`src/rtl/inst_encoder.sv`:
```
// inst_encoder
//   Packs RV32I LW / SW / BEQ instruction words from their fields and the
//   per-format immediate layout. Encoded words queue in a small FIFO and leave
//   with a sequential word address for instruction-memory preload.
//
// Ports
//   clk, rst             clock (rising edge), async active-high reset
//   in_valid / in_ready  field-set handshake (ready = FIFO not full)
//   in_op                00 LW, 01 SW, 10 BEQ, 11 reserved
//   in_rd/in_rs1/in_rs2  register fields
//   in_imm               signed immediate (byte offset for BEQ)
//   out_valid/out_ready  head-of-FIFO handshake
//   out_inst, out_err    encoded word at head and its illegal-field flag
//   out_addr             word address of the head entry
//   err_count            saturating count of popped entries flagged err
module inst_encoder #(
  parameter int DEPTH     = 2,
  parameter int ADDR_W    = 8,
  parameter int BASE_ADDR = 0
) (
  input  logic              clk,
  input  logic              rst,
  input  logic              in_valid,
  output logic              in_ready,
  input  logic [1:0]        in_op,
  input  logic [4:0]        in_rd,
  input  logic [4:0]        in_rs1,
  input  logic [4:0]        in_rs2,
  input  logic [31:0]       in_imm,
  output logic              out_valid,
  input  logic              out_ready,
  output logic [31:0]       out_inst,
  output logic              out_err,
  output logic [ADDR_W-1:0] out_addr,
  output logic [7:0]        err_count
);

  localparam int PTR_W = (DEPTH > 1) ? $clog2(DEPTH) : 1;

  localparam logic [1:0] OP_LW  = 2'b00;
  localparam logic [1:0] OP_SW  = 2'b01;
  localparam logic [1:0] OP_BEQ = 2'b10;

  // ---------------------------------------------------------------------------
  // Encoder
  // ---------------------------------------------------------------------------
  logic signed [31:0] imm_s;
  logic               ls_legal;
  logic               br_legal;
  logic [12:0]        imm_eff;
  logic [31:0]        enc_inst;
  logic               enc_err;

  assign imm_s    = in_imm;
  assign ls_legal = (imm_s >= -32'sd2048) && (imm_s <= 32'sd2047);
  assign br_legal = (imm_s >= -32'sd4096) && (imm_s <= 32'sd4094) && !in_imm[0];

  always_comb begin
    imm_eff  = '0;
    enc_inst = 32'h0000_0013;
    enc_err  = 1'b1;
    unique case (in_op)
      OP_LW: begin
        enc_err  = !ls_legal;
        imm_eff  = ls_legal ? in_imm[12:0] : '0;
        enc_inst = {imm_eff[11:0], in_rs1, 3'b010, in_rd, 7'b0000011};
      end
      OP_SW: begin
        enc_err  = !ls_legal;
        imm_eff  = ls_legal ? in_imm[12:0] : '0;
        enc_inst = {imm_eff[11:5], in_rs2, in_rs1, 3'b010, imm_eff[4:0], 7'b0100011};
      end
      OP_BEQ: begin
        enc_err  = !br_legal;
        imm_eff  = br_legal ? in_imm[12:0] : '0;
        enc_inst = {imm_eff[12], imm_eff[10:5], in_rs2, in_rs1, 3'b000,
                    imm_eff[4:1], imm_eff[11], 7'b1100011};
      end
      default: begin
        // reserved op: emit a NOP so a preload never executes garbage
        enc_inst = 32'h0000_0013;
        enc_err  = 1'b1;
      end
    endcase
  end

  // ---------------------------------------------------------------------------
  // FIFO of {err, inst}
  // ---------------------------------------------------------------------------
  logic [32:0]       mem_q [DEPTH];
  logic [PTR_W-1:0]  wr_ptr_q, wr_ptr_d;
  logic [PTR_W-1:0]  rd_ptr_q, rd_ptr_d;
  logic [PTR_W:0]    count_q, count_d;
  logic [ADDR_W-1:0] addr_q, addr_d;
  logic [7:0]        err_cnt_q, err_cnt_d;
  logic              full;
  logic              push;
  logic              pop;

  // ready depends only on the stored count: a pop in the same cycle does not
  // free a slot for the incoming push.
  assign full      = (count_q == (PTR_W+1)'(DEPTH));
  assign in_ready  = !full;
  assign out_valid = (count_q != '0);
  assign push      = in_valid && in_ready;
  assign pop       = out_valid && out_ready;

  // head fields are gated so an empty FIFO always shows zeros
  assign out_inst  = out_valid ? mem_q[rd_ptr_q][31:0] : 32'h0;
  assign out_err   = out_valid ? mem_q[rd_ptr_q][32]   : 1'b0;
  assign out_addr  = addr_q;
  assign err_count = err_cnt_q;

  always_comb begin
    wr_ptr_d  = wr_ptr_q;
    rd_ptr_d  = rd_ptr_q;
    count_d   = count_q;
    addr_d    = addr_q;
    err_cnt_d = err_cnt_q;
    if (push) wr_ptr_d = wr_ptr_q + PTR_W'(1);
    if (pop) begin
      rd_ptr_d = rd_ptr_q + PTR_W'(1);
      addr_d   = addr_q + ADDR_W'(1);
      if (mem_q[rd_ptr_q][32] && (err_cnt_q != 8'hFF)) err_cnt_d = err_cnt_q + 8'd1;
    end
    if (push && !pop)      count_d = count_q + (PTR_W+1)'(1);
    else if (!push && pop) count_d = count_q - (PTR_W+1)'(1);
  end

  always_ff @(posedge clk or posedge rst) begin
    if (rst) begin
      wr_ptr_q  <= '0;
      rd_ptr_q  <= '0;
      count_q   <= '0;
      addr_q    <= ADDR_W'(BASE_ADDR);
      err_cnt_q <= '0;
    end else begin
      wr_ptr_q  <= wr_ptr_d;
      rd_ptr_q  <= rd_ptr_d;
      count_q   <= count_d;
      addr_q    <= addr_d;
      err_cnt_q <= err_cnt_d;
    end
  end

  // storage needs no reset: entries are only visible while counted valid
  always_ff @(posedge clk) begin
    if (push) mem_q[wr_ptr_q] <= {enc_err, enc_inst};
  end

endmodule

```
`config.mk`:
```
export PLATFORM = sky130hd
export DESIGN_NAME = inst_encoder
export DESIGN_NICKNAME = d
export VERILOG_FILES = /design/src/rtl/inst_encoder.sv
export SDC_FILE = /design/constraint.sdc
export NUM_CORES = 1
export LEC_CHECK = 0
export BUFFER_PORTS_ARGS = -buffer_cell sky130_fd_sc_hd__buf_2
export CORE_MARGIN = 1.5
export CORE_UTILIZATION = 35
export DETAILED_ROUTE_END_ITERATION = 6
export GPL_TIMING_DRIVEN = 0
export PLACE_DENSITY_LB_ADDON = 0.08
export SLEW_MARGIN = 20
export SYNTH_ARGS = -nofsm -noshare
export SYNTH_HDL_FRONTEND = slang
export SYNTH_SLANG_ARGS = --single-unit
```
`constraint.sdc`:
```
create_clock -name clk -period 7 [get_ports clk]
set_clock_uncertainty 0.1 [all_clocks]
set_input_delay 0.7 -clock clk [delete_from_list [all_inputs] [get_ports clk]]
set_output_delay 0.7 -clock clk [all_outputs]
set_load 0.02 [all_outputs]
```
# ---- Word level (Yosys, flattened, before mapping)
# Memory sizes are Yosys's and may differ from the RTL's.
# Cells that the tools add are included.
# Widths: inputs -> output; s select.
dict set report classes {
  add_sub_neg 6
  n_lt_le_gt_ge 4
  n_eq_ne 4
  muxes 10
  n_reduce_logical 19
}
# cell count
set ops {}
lappend ops {{$pmux 32 s3} 1}
lappend ops {{$ge 32x12->1 const B} 1}
lappend ops {{$ge 32x13->1 const B} 1}
lappend ops {{$le 32x12->1 const B} 1}
lappend ops {{$le 32x13->1 const B} 1}
lappend ops {{$mux 32} 1}
lappend ops {{$add 8x1->8 const B} 2}
lappend ops {{$mux 13} 1}
lappend ops {{$mux 12} 1}
lappend ops {{$logic_and 1x1->1} 8}
lappend ops {{$ne 8x8->1 const B} 1}
lappend ops {{$logic_not 1->1} 6}
lappend ops {{$eq 2x2->1 const B} 2}
lappend ops {{$mux 2} 2}
lappend ops {{$reduce_bool 2->1} 2}
lappend ops {{$mux 1} 3}
lappend ops {{$add 1x1->1 const B} 2}
lappend ops {{$add 2x1->2 const B} 1}
lappend ops {{$eq 2x1->1 const B} 1}
lappend ops {{$logic_not 2->1} 1}
lappend ops {{$pmux 1 s2} 1}
lappend ops {{$reduce_and 2->1} 1}
lappend ops {{$reduce_or 2->1} 1}
lappend ops {{$sub 2x1->2 const B} 1}
dict set report word_totals {
  regBits 20
  mem_bits_rw 66
  input_bits 53
  out_inout_bits 51
  elab_cells 49
  n_memories 1
}
# memory words width read_ports rd_clocked_by_memory_dff write_ports line_no
set memory_table {}
lappend memory_table {mem_q 2 33 1 0 1 90} ;# logic [32:0] mem_q [DEPTH];

# ---- Longest topological paths before layout
dict set report depth {
  depth_word 7
  depth_mapped 7
  mapped_depth_nobuf 7
}

# ---- Worst setup path after synthesis
# No wires, ideal clock.
dict set report synth_path {
  kind {register to register}
  start {register count_q[0]}
  end {memory mem_q[0][10], enable pin}
  setup_time_ns 0.411
  arrival_time_ns 1.955
  required_ns 6.489
  setup_slack_ns 4.534
  path_stages_with_launch 4
  n_path_buf 0
  period_less_slack_ns 2.466
  path_cell_list {dfrtp_1 > nand2b_1 > nand2_1 > nor2_1}
}
dict set report synth_between {
  elab_chain_cells 5
}
# element line_no
set synth_lines {}
lappend synth_lines {{start: declaration} 93} ;# logic [PTR_W:0] count_q, count_d;
lappend synth_lines {{start signal: assignment} 140} ;# count_q <= count_d;
lappend synth_lines {{$eq 2x2->1} 102} ;# assign full = (count_q == (PTR_W+1)'(DEPTH));
lappend synth_lines {{$logic_not 1->1} 103} ;# assign in_ready = !full;
lappend synth_lines {{named net in_ready} 24} ;# output logic in_ready,
lappend synth_lines {{$logic_and 1x1->1} 105} ;# assign push = in_valid && in_ready;
lappend synth_lines {{$mux 1} 148} ;# if (push) mem_q[wr_ptr_q] <= {enc_err, enc_inst};
lappend synth_lines {{$mux 1 (not written as such)} 148}
lappend synth_lines {{end: declaration} 90}
# The timed path passes the listed nets, and every way through them passes these cells.

# ---- Worst setup path in the final report
dict set report layout_path {
  start {register count_q[0]}
  end {output port out_inst[1]}
}
dict set report layout_between {
  elab_chain_cells 2
}
# element line_no
set layout_lines {}
lappend layout_lines {{$reduce_bool 2->1} 104} ;# assign out_valid = (count_q != '0);
lappend layout_lines {{$mux 32} 109} ;# assign out_inst = out_valid ? mem_q[rd_ptr_q][31:0] : 32'h0;
lappend layout_lines {{end: declaration} 32} ;# output logic [31:0] out_inst,
# Every way passes these cells.

==> results.json <==
{
  "slowest_stage": "sky130_fd_sc_hd__dfrtp_1",
  "setup.worst_path.start_class": "register",
  "finalMaxSlewViolations": 0,
  "grt_antenna_before_repair": 0,
  "holdCritPathClass": "in -> async",
  "combinational_family_with_the_most_area_after_synthesis": "simple AND/OR/NAND/NOR gates",
  "drc_errors": 0,
  "detail_route.first_pass.iterations": 4,
  "leakage_nw": 1.99,
  "clock_tree.root_cell": "sky130_fd_sc_hd__clkbuf_8",
  "totalNegativeSetupSlack_ps": 0,
  "reg2reg_slack_ps": 5150,
  "grt_start_max_net_pins": 28,
  "antenna_violating_nets_post_route": 0,
  "post_drt_wl_per_cell_um": 14.6,
  "ir_worst_vdd_mv": 0.140,
  "ys.warnings.count": 0,
  "post_cts_buffers": 0,
  "die_w_um": 105,
  "intPower_mw": 1.06,
  "timing_worst_slew_pin_value_ps": 749,
  "p_sw_share_pct": 39.6,
  "htree_num_levels": 3,
  "ys_async_sr_fraction_pct": 27.0,
  "cts-resized-gates": 0,
  "clkSinkCount": 74,
  "die-area_um2": 11000,
  "synth.top_cells.by_count": "sky130_fd_sc_hd__edfxtp_1 (54), sky130_fd_sc_hd__nor2_1 (43), sky130_fd_sc_hd__mux2i_1 (27)",
  "timing.rr.end": "err_count[4]",
  "first_global_vias": 2519,
  "reported_max_cap_violation_count": 0,
  "worstRegToRegCells": 7,
  "critPathMaxFanout": 10,
  "globalplace.congestion": 0.770,
  "post_route_cells_drive_above_1_share_pct": 36.5,
  "dominant_cell_by_count_in_the_synthesized_netlist": "sky130_fd_sc_hd__edfxtp_1",
  "synth_compound_gate_area_share_pct": 5.42,
  "report.final.hold_viol_count": 0,
  "grt_pass1_wl_um": 12700,
  "pwr-share-seq_pct": 38.2,
  "unrepaired_setup_endpoints_after_global_routing": "no",
  "worst_skew_pair_latency_ps": 340,
  "synth.area.mux_share_pct": 7.76,
  "power.density_nw_per_um2": 385,
  "number_of_buffers_created_by_cts": 9,
  "grt-ovfl-total": 0,
  "synth_sequential_area_ratio_pct": 58.5,
  "maxClockFrequency_mhz": 355,
  "synthXorXnorAreaFrac_pct": 4.59,
  "run_status": "completed",
  "timing.critical_path.required_ps": 6200,
  "post_synth_fa_ha_maj_area_fraction_pct": 2.76,
  "tritoncts": "done",
  "worst_path_largest_cell_delay_ps": 420,
  "finalSetupViolations": 0,
  "vias": 2602,
  "ys_top_cells_by_area": "sky130_fd_sc_hd__edfxtp_1 (45%), sky130_fd_sc_hd__dfrtp_1 (14%), sky130_fd_sc_hd__mux2i_1 (7.5%)",
  "synth-simple-area-share_pct": 17.3,
  "synth-main-ff-cell": "sky130_fd_sc_hd__edfxtp_1",
  "reg2reg_from": "count_q[0]",
  "p_switching_mw": 0.693,
  "drt-initial-drc-count": 130,
  "synth-seq-cells": 74,
  "groute.usage.overall_pct": 15.1,
  "worst_setup_hold_path_clk_slew_ps": 80,
  "synth_edf_count": 54,
  "post_synth_num_cell_types": 44,
  "num_io_pins": 104,
  "setup.worst_path.end_class": "primary output",
  "slew_headroom_pct": 50.0,
  "antenna_cells_inserted": 0,
  "util_after_layout_pct": 45.9,
  "cts-root-to-sink-buffers": 2,
  "fin_nets": 464,
  "synthesized_instance_count": 289,
  "p_comb_share_pct": 42.2,
  "power_frac_clock_pct": 19.6,
  "die_h_um": 105,
  "netlist.top_cell.by_area": "sky130_fd_sc_hd__edfxtp_1",
  "area.growth.synth_to_final_pct": 25.5,
  "cts_hold_buffers": 0,
  "worst_path_most_repeated_cell": "sky130_fd_sc_hd__buf_2",
  "drt-total-wl_um": 7910,
  "fin_worst_hold_slack_ps": 376,
  "path_class": "reg -> out",
  "rows": 36,
  "post-route-min-period_ps": 2820,
  "effective_utilization_at_floorplan_pct": 36.6,
  "post_detail_place_hpwl_um": 5810,
  "floorplan.core_area_um2": 9910,
  "vias_per_inst": 4.81,
  "finalCritPeriodShare_pct": 40.3,
  "portBuffers": 99,
  "syn-mean-instance-area_um2": 12.5,
  "synth.cell_area_um2": 3630,
  "crit_path_cell_trace": "nor2_1 > buf_2 > buf_1 > inv_1 > buf_4 > buf_2",
  "cp_data_arrival_time_ps": 2020,
  "synth_top_area_share_pct": 44.7
}
-- critical path: cells and delay by family (launching register included) --
kind | cells | cell delay, ps
buffers and inverters | 5 | 1090
DFF | 1 | 420
and+or+nand+nor | 1 | 160
-- kinds of logic after synthesis --
logic type,Yosys count
AND/OR/NAND/NOR,114
flip-flops,74
multiplexers,28
buffers and inverters,26
AO/OA/AOI/OAI,19
XOR/XNOR,19
adder cells (fa/ha/maj),8
other,1
-- power by group through the flow --
| stage | registers (mW) | clock network [mW] | logic (mW) |
|---|---|---|---|
| after floorplan | 0.709 | 0 | 0.459 |
| after global placement | 0.678 | 0 | 0.732 |
| after detailed placement | 0.680 | 0 | 0.754 |
| after CTS | 0.670 | 0.355 | 0.756 |
| after global routing | 0.684 | 0.374 | 0.810 |
| final | 0.669 | 0.343 | 0.739 |
-- layout make-up --
cell class	count	area [um2]
buffer	17	95.1
inverter	9	33.8
sequential	74	2120
tap	133	166
fill	958	5360
clock inverter	4	26.3
clock buffer	12	188
timing repair buffer	100	523
multi-input combinational	192	1400
-- cells in the final DEF, fill, tap and decap left out, types with 2 or more instances in the layout --
cell,n
sky130_fd_sc_hd__a32oi_1,5
sky130_fd_sc_hd__and2_1,5
sky130_fd_sc_hd__and3_1,2
sky130_fd_sc_hd__and4_1,3
sky130_fd_sc_hd__buf_1,3
sky130_fd_sc_hd__buf_2,103
sky130_fd_sc_hd__buf_4,7
sky130_fd_sc_hd__clkbuf_1,3
sky130_fd_sc_hd__clkbuf_16,2
sky130_fd_sc_hd__clkbuf_8,10
sky130_fd_sc_hd__conb_1,4
sky130_fd_sc_hd__dfrtp_1,20
sky130_fd_sc_hd__edfxtp_1,54
sky130_fd_sc_hd__ha_1,8
sky130_fd_sc_hd__inv_1,8
sky130_fd_sc_hd__inv_4,2
sky130_fd_sc_hd__mux2i_1,27
sky130_fd_sc_hd__nand2_1,14
sky130_fd_sc_hd__nand2b_1,5
sky130_fd_sc_hd__nand3_1,9
sky130_fd_sc_hd__nand4_1,11
sky130_fd_sc_hd__nor2_1,42
sky130_fd_sc_hd__nor2b_1,3
sky130_fd_sc_hd__nor3b_2,6
sky130_fd_sc_hd__nor4_1,3
sky130_fd_sc_hd__nor4_2,2
sky130_fd_sc_hd__o21ai_1,3
sky130_fd_sc_hd__or2_2,3
sky130_fd_sc_hd__xnor2_1,11
sky130_fd_sc_hd__xor2_1,8
-- flip-flops by register name, summed over array words and instances, names as in the netlist --
| name | count |
|---|---|
| wr_ptr_q | 1 |
| out_addr | 8 |
| count_q | 2 |
| mem_q | 54 |
| err_count | 8 |
| rd_ptr_q | 1 |
-- routing by layer --
metal | track usage (%) | vias up | wire, um | part of all wire [%]
li1 | - | 1268 | - | -
met1 | 19.6 | 1230 | 3570 | 45
met2 | 24.4 | 95 | 3690 | 47
met3 | 3.12 | 9 | 524 | 6.6
met4 | 6.16 | 0 | 118 | 1.5
met5 | 0 | - | 0 | 0
-- worst max-delay path by stage --
stage                          start            to  slack, ps  depth (start not counted)
after detailed placement    in_op[1]  mem_q[1][11]       4400                          5
after floorplan           count_q[0]  mem_q[0][10]       4530                          3
after CTS                 count_q[0]   out_inst[1]       4120                          6
after global routing      count_q[0]   out_inst[1]       3980                          6
final                     count_q[0]   out_inst[1]       4180                          6
after global placement      in_valid  mem_q[0][17]       3700                          3
-- stage by stage --
stage | instance area (um2) | setup slack, ps | instances | power (mW)
floorplan | 3640 | 4530 | 292 | 1.17
global placement | 4300 | 3700 | 524 | 1.41
detailed placement | 4340 | 4400 | 525 | 1.43
CTS | 4550 | 4120 | 541 | 1.78
global route | 4550 | 3980 | 541 | 1.87
finish | 4550 | 4180 | 541 | 1.75
(Power assumes the default switching activity.)
